**config.mk**
```make
export PLATFORM = sky130hd
export DESIGN_NAME = mem_arbiter
export DESIGN_NICKNAME = d
export VERILOG_FILES = /design/src/rtl/mem_arbiter.sv
export SDC_FILE = /design/constraint.sdc
export NUM_CORES = 1
export LEC_CHECK = 0
export ABC_AREA = 1
export CORE_AREA = 2 2 104 106
export CTS_CLUSTER_DIAMETER = 40
export DETAILED_ROUTE_END_ITERATION = 12
export DIE_AREA = 0 0 106 108
export DONT_BUFFER_PORTS = 1
export PLACE_DENSITY = 0.71
export SLEW_MARGIN = 20
export SYNTH_ARGS = -nofsm -noshare
export SYNTH_HDL_FRONTEND = slang
export SYNTH_SLANG_ARGS = --single-unit
```
**constraint.sdc**
```tcl
create_clock -name clk -period 6.6 [get_ports clk]
set_input_delay 1.98 -clock clk [delete_from_list [all_inputs] [get_ports clk]]
set_output_delay 1.98 -clock clk [all_outputs]
set_load 0.01 [all_outputs]
```
**src/rtl/mem_arbiter.sv**
```systemverilog
// -----------------------------------------------------------------------------
// mem_arbiter
//
// Purpose:
//   Shares one single-port memory bus between the instruction-fetch port and
//   the data-access port of the pipeline. This lets the core run against a
//   single external RAM instead of split I/D memories. Each granted request
//   runs as one request/acknowledge transaction on the memory side. Read data
//   and a one-cycle completion strobe go back to the requester that owns the
//   transaction. Requesters use the ack strobes to drive their stall logic.
//
//   Fixed priority: data wins over instruction, because the data access
//   belongs to the older instruction in the pipeline.
//
// Optional feature (macro MEM_ARB_STARVE_GUARD_EN):
//   When defined, a run counter limits how many data grants can be made
//   back-to-back while an instruction fetch is waiting. After MAX_D_RUN such
//   grants, the fetch is served next. When undefined, no counter logic
//   exists and data always wins.
//
// Parameters:
//   AW        address width in bits
//   DW        data width in bits
//   MAX_D_RUN data grants allowed while a fetch waits (starve guard only)
//
// Ports:
//   clk, rst             clock; asynchronous active-high reset
//   i_req/i_addr         fetch request (read only) and byte address
//   i_rdata/i_ack        fetch read data and one-cycle completion strobe
//   d_req/d_we/d_addr    data request, write enable, and byte address
//   d_wdata              data write data
//   d_rdata/d_ack        data read data and one-cycle completion strobe
//   m_req/m_we/m_addr    memory request, write enable, word-aligned address
//   m_wdata              memory write data
//   m_rdata/m_ack        memory read data and completion strobe
//   owner                current bus owner: 00 none, 01 instruction, 10 data
//
// All outputs are registered.
// -----------------------------------------------------------------------------
module mem_arbiter #(
    parameter int AW        = 32,
    parameter int DW        = 32,
    parameter int MAX_D_RUN = 4
) (
    input  logic          clk,
    input  logic          rst,
    // instruction-fetch port
    input  logic          i_req,
    input  logic [AW-1:0] i_addr,
    output logic [DW-1:0] i_rdata,
    output logic          i_ack,
    // data-access port
    input  logic          d_req,
    input  logic          d_we,
    input  logic [AW-1:0] d_addr,
    input  logic [DW-1:0] d_wdata,
    output logic [DW-1:0] d_rdata,
    output logic          d_ack,
    // unified memory bus
    output logic          m_req,
    output logic          m_we,
    output logic [AW-1:0] m_addr,
    output logic [DW-1:0] m_wdata,
    input  logic [DW-1:0] m_rdata,
    input  logic          m_ack,
    // status
    output logic [1:0]    owner
);

    typedef enum logic [1:0] {
        IDLE   = 2'd0,
        I_WAIT = 2'd1,
        D_WAIT = 2'd2,
        ACK    = 2'd3
    } state_t;

    localparam logic [1:0] OWN_NONE = 2'b00;
    localparam logic [1:0] OWN_I    = 2'b01;
    localparam logic [1:0] OWN_D    = 2'b10;

    state_t        state_q,   state_d;
    logic          m_req_q,   m_req_d;
    logic          m_we_q,    m_we_d;
    logic [AW-1:0] m_addr_q,  m_addr_d;
    logic [DW-1:0] m_wdata_q, m_wdata_d;
    logic [1:0]    owner_q,   owner_d;
    logic          i_ack_q,   i_ack_d;
    logic          d_ack_q,   d_ack_d;
    logic [DW-1:0] i_rdata_q, i_rdata_d;
    logic [DW-1:0] d_rdata_q, d_rdata_d;

    // High when an IDLE cycle should hand the bus to the data port.
    logic grant_data;

    // The two low address bits never reach the bus; memory is word-addressed.
    logic unused_addr_bits;
    assign unused_addr_bits = ^{i_addr[1:0], d_addr[1:0]};

`ifdef MEM_ARB_STARVE_GUARD_EN
    // One extra count value keeps the width valid even for MAX_D_RUN = 0.
    localparam int RUN_W = $clog2(MAX_D_RUN + 2);

    logic [RUN_W-1:0] run_q, run_d;
    logic             run_at_limit;

    assign run_at_limit = (run_q == RUN_W'(MAX_D_RUN));

    // Once the fetch has waited through MAX_D_RUN data grants, the next
    // IDLE grant goes to the fetch even if data is still requesting.
    assign grant_data = d_req && !(i_req && run_at_limit);

    // The counter only counts data grants that made a fetch wait. It clears
    // when the fetch wins, or whenever the fetch is not requesting in IDLE.
    always_comb begin
        run_d = run_q;
        if (state_q == IDLE) begin
            if (!i_req) begin
                run_d = '0;
            end else if (grant_data) begin
                run_d = run_q + 1'b1;
            end else begin
                run_d = '0;
            end
        end
    end
`else
    assign grant_data = d_req;

    logic unused_cfg;
    assign unused_cfg = (MAX_D_RUN > 0);
`endif

    // Next-state and next-output logic. All bus outputs come straight from
    // flops, so the grant in IDLE loads the bus registers directly. Those
    // registers are also the latched copy of the request. They stay stable
    // for the whole WAIT state regardless of what the requester does.
    always_comb begin
        state_d   = state_q;
        m_req_d   = m_req_q;
        m_we_d    = m_we_q;
        m_addr_d  = m_addr_q;
        m_wdata_d = m_wdata_q;
        owner_d   = owner_q;
        i_ack_d   = 1'b0;
        d_ack_d   = 1'b0;
        i_rdata_d = i_rdata_q;
        d_rdata_d = d_rdata_q;

        case (state_q)
            IDLE: begin
                if (grant_data) begin
                    state_d   = D_WAIT;
                    m_req_d   = 1'b1;
                    m_we_d    = d_we;
                    m_addr_d  = {d_addr[AW-1:2], 2'b00};
                    m_wdata_d = d_wdata;
                    owner_d   = OWN_D;
                end else if (i_req) begin
                    state_d  = I_WAIT;
                    m_req_d  = 1'b1;
                    m_we_d   = 1'b0;
                    m_addr_d = {i_addr[AW-1:2], 2'b00};
                    owner_d  = OWN_I;
                end
            end

            I_WAIT: begin
                if (m_ack) begin
                    state_d   = ACK;
                    m_req_d   = 1'b0;
                    m_we_d    = 1'b0;
                    i_ack_d   = 1'b1;
                    i_rdata_d = m_rdata;
                end
            end

            D_WAIT: begin
                if (m_ack) begin
                    state_d = ACK;
                    m_req_d = 1'b0;
                    m_we_d  = 1'b0;
                    d_ack_d = 1'b1;
                    // A write returns no data; keep the last read value.
                    if (!m_we_q) begin
                        d_rdata_d = m_rdata;
                    end
                end
            end

            // One dead cycle while the ack is visible. Requests are not
            // evaluated here, so a requester that has not yet dropped req
            // after its ack is not served a second time.
            ACK: begin
                state_d = IDLE;
                owner_d = OWN_NONE;
            end

            default: begin
                state_d = IDLE;
                m_req_d = 1'b0;
                m_we_d  = 1'b0;
                owner_d = OWN_NONE;
            end
        endcase
    end

    // State and registered outputs. An asynchronous reset abandons any
    // transaction in flight: m_req drops immediately and no ack is issued.
    always_ff @(posedge clk or posedge rst) begin
        if (rst) begin
            state_q   <= IDLE;
            m_req_q   <= 1'b0;
            m_we_q    <= 1'b0;
            m_addr_q  <= '0;
            m_wdata_q <= '0;
            owner_q   <= OWN_NONE;
            i_ack_q   <= 1'b0;
            d_ack_q   <= 1'b0;
            i_rdata_q <= '0;
            d_rdata_q <= '0;
`ifdef MEM_ARB_STARVE_GUARD_EN
            run_q     <= '0;
`endif
        end else begin
            state_q   <= state_d;
            m_req_q   <= m_req_d;
            m_we_q    <= m_we_d;
            m_addr_q  <= m_addr_d;
            m_wdata_q <= m_wdata_d;
            owner_q   <= owner_d;
            i_ack_q   <= i_ack_d;
            d_ack_q   <= d_ack_d;
            i_rdata_q <= i_rdata_d;
            d_rdata_q <= d_rdata_d;
`ifdef MEM_ARB_STARVE_GUARD_EN
            run_q     <= run_d;
`endif
        end
    end

    assign m_req   = m_req_q;
    assign m_we    = m_we_q;
    assign m_addr  = m_addr_q;
    assign m_wdata = m_wdata_q;
    assign owner   = owner_q;
    assign i_ack   = i_ack_q;
    assign d_ack   = d_ack_q;
    assign i_rdata = i_rdata_q;
    assign d_rdata = d_rdata_q;

endmodule

```
==> insert_results.sql <==
INSERT INTO impl_metrics (metric_group, metric, value, unit) VALUES
('drt', 'detailedRoute.firstIterationViolations', '312', ''),
('layout', 'stdcell_count', '794', ''),
('worst_setup_path', 'cp_max_fo', '2', ''),
('clock_tree', 'cts_tree', 'built', ''),
('worst_setup_path', 'cp_data_arrival_time', '970', 'ps'),
('clock_tree', 'postCtsSetupBuffers', '0', ''),
('layout', 'drive_gt1_frac', '0.109', ''),
('sta', 'timing.final.hold_violations', '0', ''),
('worst_setup_path', 'cp-endpoint', 'm_wdata[18]', ''),
('grt', 'maximum_number_of_pins_on_one_net_before_global_route_repair', '69', ''),
('clock_tree', 'cts_inserted_buffers', '17', ''),
('synthesis', 'synth_sequential_area_ratio', '0.589', ''),
('place', 'placedInstanceArea', '5660', 'µm²'),
('worst_setup_path', 'crit_type', 'register to output port', ''),
('synthesis', 'fraction_of_synthesized_area_in_multiplexers', '0', ''),
('job', 'drv.max_cap_violation_count', '0', ''),
('worst_setup_path', 'reg2reg_to', 'm_wdata[5]$_DFFE_PP0P_', ''),
('synthesis', 'synth_simple_gate_area_frac', '0.245', ''),
('clock_tree', 'post_cts_resized', '0', ''),
('drt', 'avgViaCountPerCell', '5.23', ''),
('synthesis', 'synth-compound-area-share', '0.0846', ''),
('drt', 'routed-via-count', '4152', ''),
('sta', 'rsz_0062_raised_after_global_routing', 'no', ''),
('drt', 'avgRoutedWirePerCell', '15.5', 'µm'),
('clock_tree', 'clkLatencyLatePin', '520', 'ps'),
('layout', 'antenna_cells_inserted', '0', ''),
('sta', 'setup_viol_count_final', '0', ''),
('synthesis', 'area_share_of_fa_ha_maj_cells_after_synthesis', '0.0110', ''),
('clock_tree', 'cts_clk_pin_slew_worst_paths', '60', 'ps'),
('worst_setup_path', 'worst_reg_to_reg_setup_slack', '4470', 'ps'),
('pwr', 'leakagePower', '3.40', 'nW'),
('drt', 'postRouteWirelength', '12.3', 'mm'),
('sta', 'layout_worst_path_cycle_share', '0.446', ''),
('worst_setup_path', 'critical_path_depth', '0', ''),
('floorplan', 'core-area', '10200', 'µm²'),
('pwr', 'max-vdd-ir-drop', '0.000209', 'V'),
('clock_tree', 'cts.htree.levels', '4', ''),
('synthesis', 'post_synth_xor_area_fraction', '0', ''),
('clock_tree', 'clock_tree.root_cell', 'clkbuf_8', ''),
('synthesis', 'synth_seq_cells', '134', ''),
('grt', 'first_global_vias', '4078', ''),
('layout', 'area_delta_synth_final', '9.10', '%'),
('sta', 'max_freq', '0.339', 'GHz'),
('drt', 'drtPass1Iterations', '5', ''),
('min_path', 'hold_path.class', 'register to register', ''),
('layout', 'number_of_nets_in_the_layout', '784', ''),
('synthesis', 'synth_cell_types', '19', ''),
('sta', 'tightest_slew', '1020', 'ps'),
('layout', 'multiInputGateArea', '1950', 'µm²'),
('synthesis', 'postSynthAreaPerCell', '8.65', 'µm²'),
('drt', 'ant_nets', '0', ''),
('floorplan', 'die-height', '108', 'µm'),
('worst_setup_path', 'end_kind', 'output port', ''),
('worst_setup_path', 'rr_startpoint', 'state_q[0]$_DFFE_PP0P_', ''),
('synthesis', 'largest_family_of_logic_cells_by_synthesized_area', 'simple AND/OR/NAND/NOR gates', ''),
('grt', 'grt_pass1_wl', '19.8', 'mm'),
('grt', 'grt.overflow.total', '0', ''),
('synthesis', 'post_synth_instance_area', '5690', 'µm²'),
('floorplan', 'chipWidth', '106', 'µm'),
('sta', 'final.setup_skew', '3.87', 'ps'),
('sta', 'finalMaxSlewViolations', '0', ''),
('floorplan', 'fp.dieArea', '11400', 'µm²'),
('grt', 'grt_use_total', '0.222', ''),
('synthesis', 'post_synth_inst_count', '658', ''),
('grt', 'number_of_antenna_violations_at_the_first_check_in_global_routing', '0', ''),
('place', 'io_buffers', '0', ''),
('place', 'finalWeightedCongestion', '0.851', ''),
('drt', 'drt_drc_violations_left', '0', ''),
('sta', 'finalCriticalPeriod', '2950', 'ps'),
('layout', 'fillers', '891', ''),
('run_status', 'status', 'complete, no violations', '');
how the worst min path moves through the flow:
stage | start | to | slack [ps] | depth (start not counted)
finish | m_addr[6]$_DFFE_PP0P_ | m_addr[6]$_DFFE_PP0P_ | 550 | 2
CTS | m_wdata[28]$_DFFE_PP0P_ | m_wdata[28]$_DFFE_PP0P_ | 560 | 2
global placement | state_q[1]$_DFFE_PP0P_ | state_q[1]$_DFFE_PP0P_ | 520 | 2
detailed placement | m_wdata[28]$_DFFE_PP0P_ | m_wdata[28]$_DFFE_PP0P_ | 540 | 2
floorplan | state_q[1]$_DFFE_PP0P_ | state_q[1]$_DFFE_PP0P_ | 500 | 2
global route | i_rdata[4]$_DFFE_PP0P_ | i_rdata[4]$_DFFE_PP0P_ | 570 | 2
layout by cell type (no fill, tap or decap), types with 2 or more instances in the layout:
| cell | instances |
|---|---|
| o211ai_1 | 2 |
| inv_2 | 2 |
| clkinv_2 | 2 |
| nand3_1 | 4 |
| nand2_2 | 2 |
| nand2_1 | 359 |
| inv_1 | 42 |
| conb_1 | 2 |
| clkinvlp_4 | 6 |
| clkinv_4 | 2 |
| o21ai_2 | 32 |
| buf_4 | 2 |
| o21ai_0 | 34 |
| nor2_1 | 2 |
| inv_6 | 4 |
| dfrtp_1 | 134 |
| clkbuf_16 | 16 |
| ha_1 | 5 |
layout make-up:
class / instances / share of cell area
inverters: 45 / 0.0280
clock inverters: 14 / 0.0207
flip-flops and latches: 134 / 0.540
well taps: 136 / 0.0274
repair buffers: 2 / 0.00242
multi-input cells: 445 / 0.314
clock buffers: 18 / 0.0673
power breakdown:
| part | leakage, nW | internal, W | switching, W | total (W) |
|---|---|---|---|---|
| Combinational | 1.47 | 0.000260 | 0.000474 | 0.000734 |
| Sequential | 1.68 | 0.00121 | 0.000474 | 0.00168 |
| Clock | 0.250 | 0.000501 | 0.000361 | 0.000862 |
| Total | 3.40 | 0.00197 | 0.00131 | 0.00328 |
stage by stage:
step                setup WS [ps]  total power [W]  utilization
floorplan                    1040          0.00225            -
finish                       3650          0.00328        0.607
global route                 3530          0.00351        0.607
global placement             3170          0.00238        0.554
CTS                          3620          0.00331        0.607
detailed placement           3130          0.00244        0.554
state kept, by name (all words and copies together), names as in the netlist:
name and flops:
d_ack 1, state_q 2, d_rdata 32, m_req 1, m_wdata 32, i_ack 1
i_rdata 32, m_addr 30, m_we 1, owner 2
per-layer routing:
layer	global-route usage	routed length, µm	share of wire
met5	0	0	0
met4	0.116	359	0.029
met3	0.0880	1290	0.10
met2	0.342	5680	0.46
met1	0.273	4990	0.41
cells by family (layout without fill, tap and decap cells):
family | after synthesis | in the layout
AO/OA/AOI/OAI | 69 | 69
adder cells (fa/ha/maj) | 5 | 5
buffers and inverters | 80 | 79
flip-flops | 134 | 134
other | 1 | 2
AND/OR/NAND/NOR | 369 | 369
cells in the mapped netlist (all sizes together):
cell	number	area share
buf	28	0.035
clkbuf	7	0.0046
conb	1	0.00066
dfrtp	134	0.59
ha	5	0.011
inv	45	0.030
nand2	361	0.24
nand3	4	0.0035
nand4	1	0.0011
nor2	2	0.0013
o211ai	2	0.0026
o21ai	67	0.082
or2	1	0.0011
(Power assumes the default switching activity.)
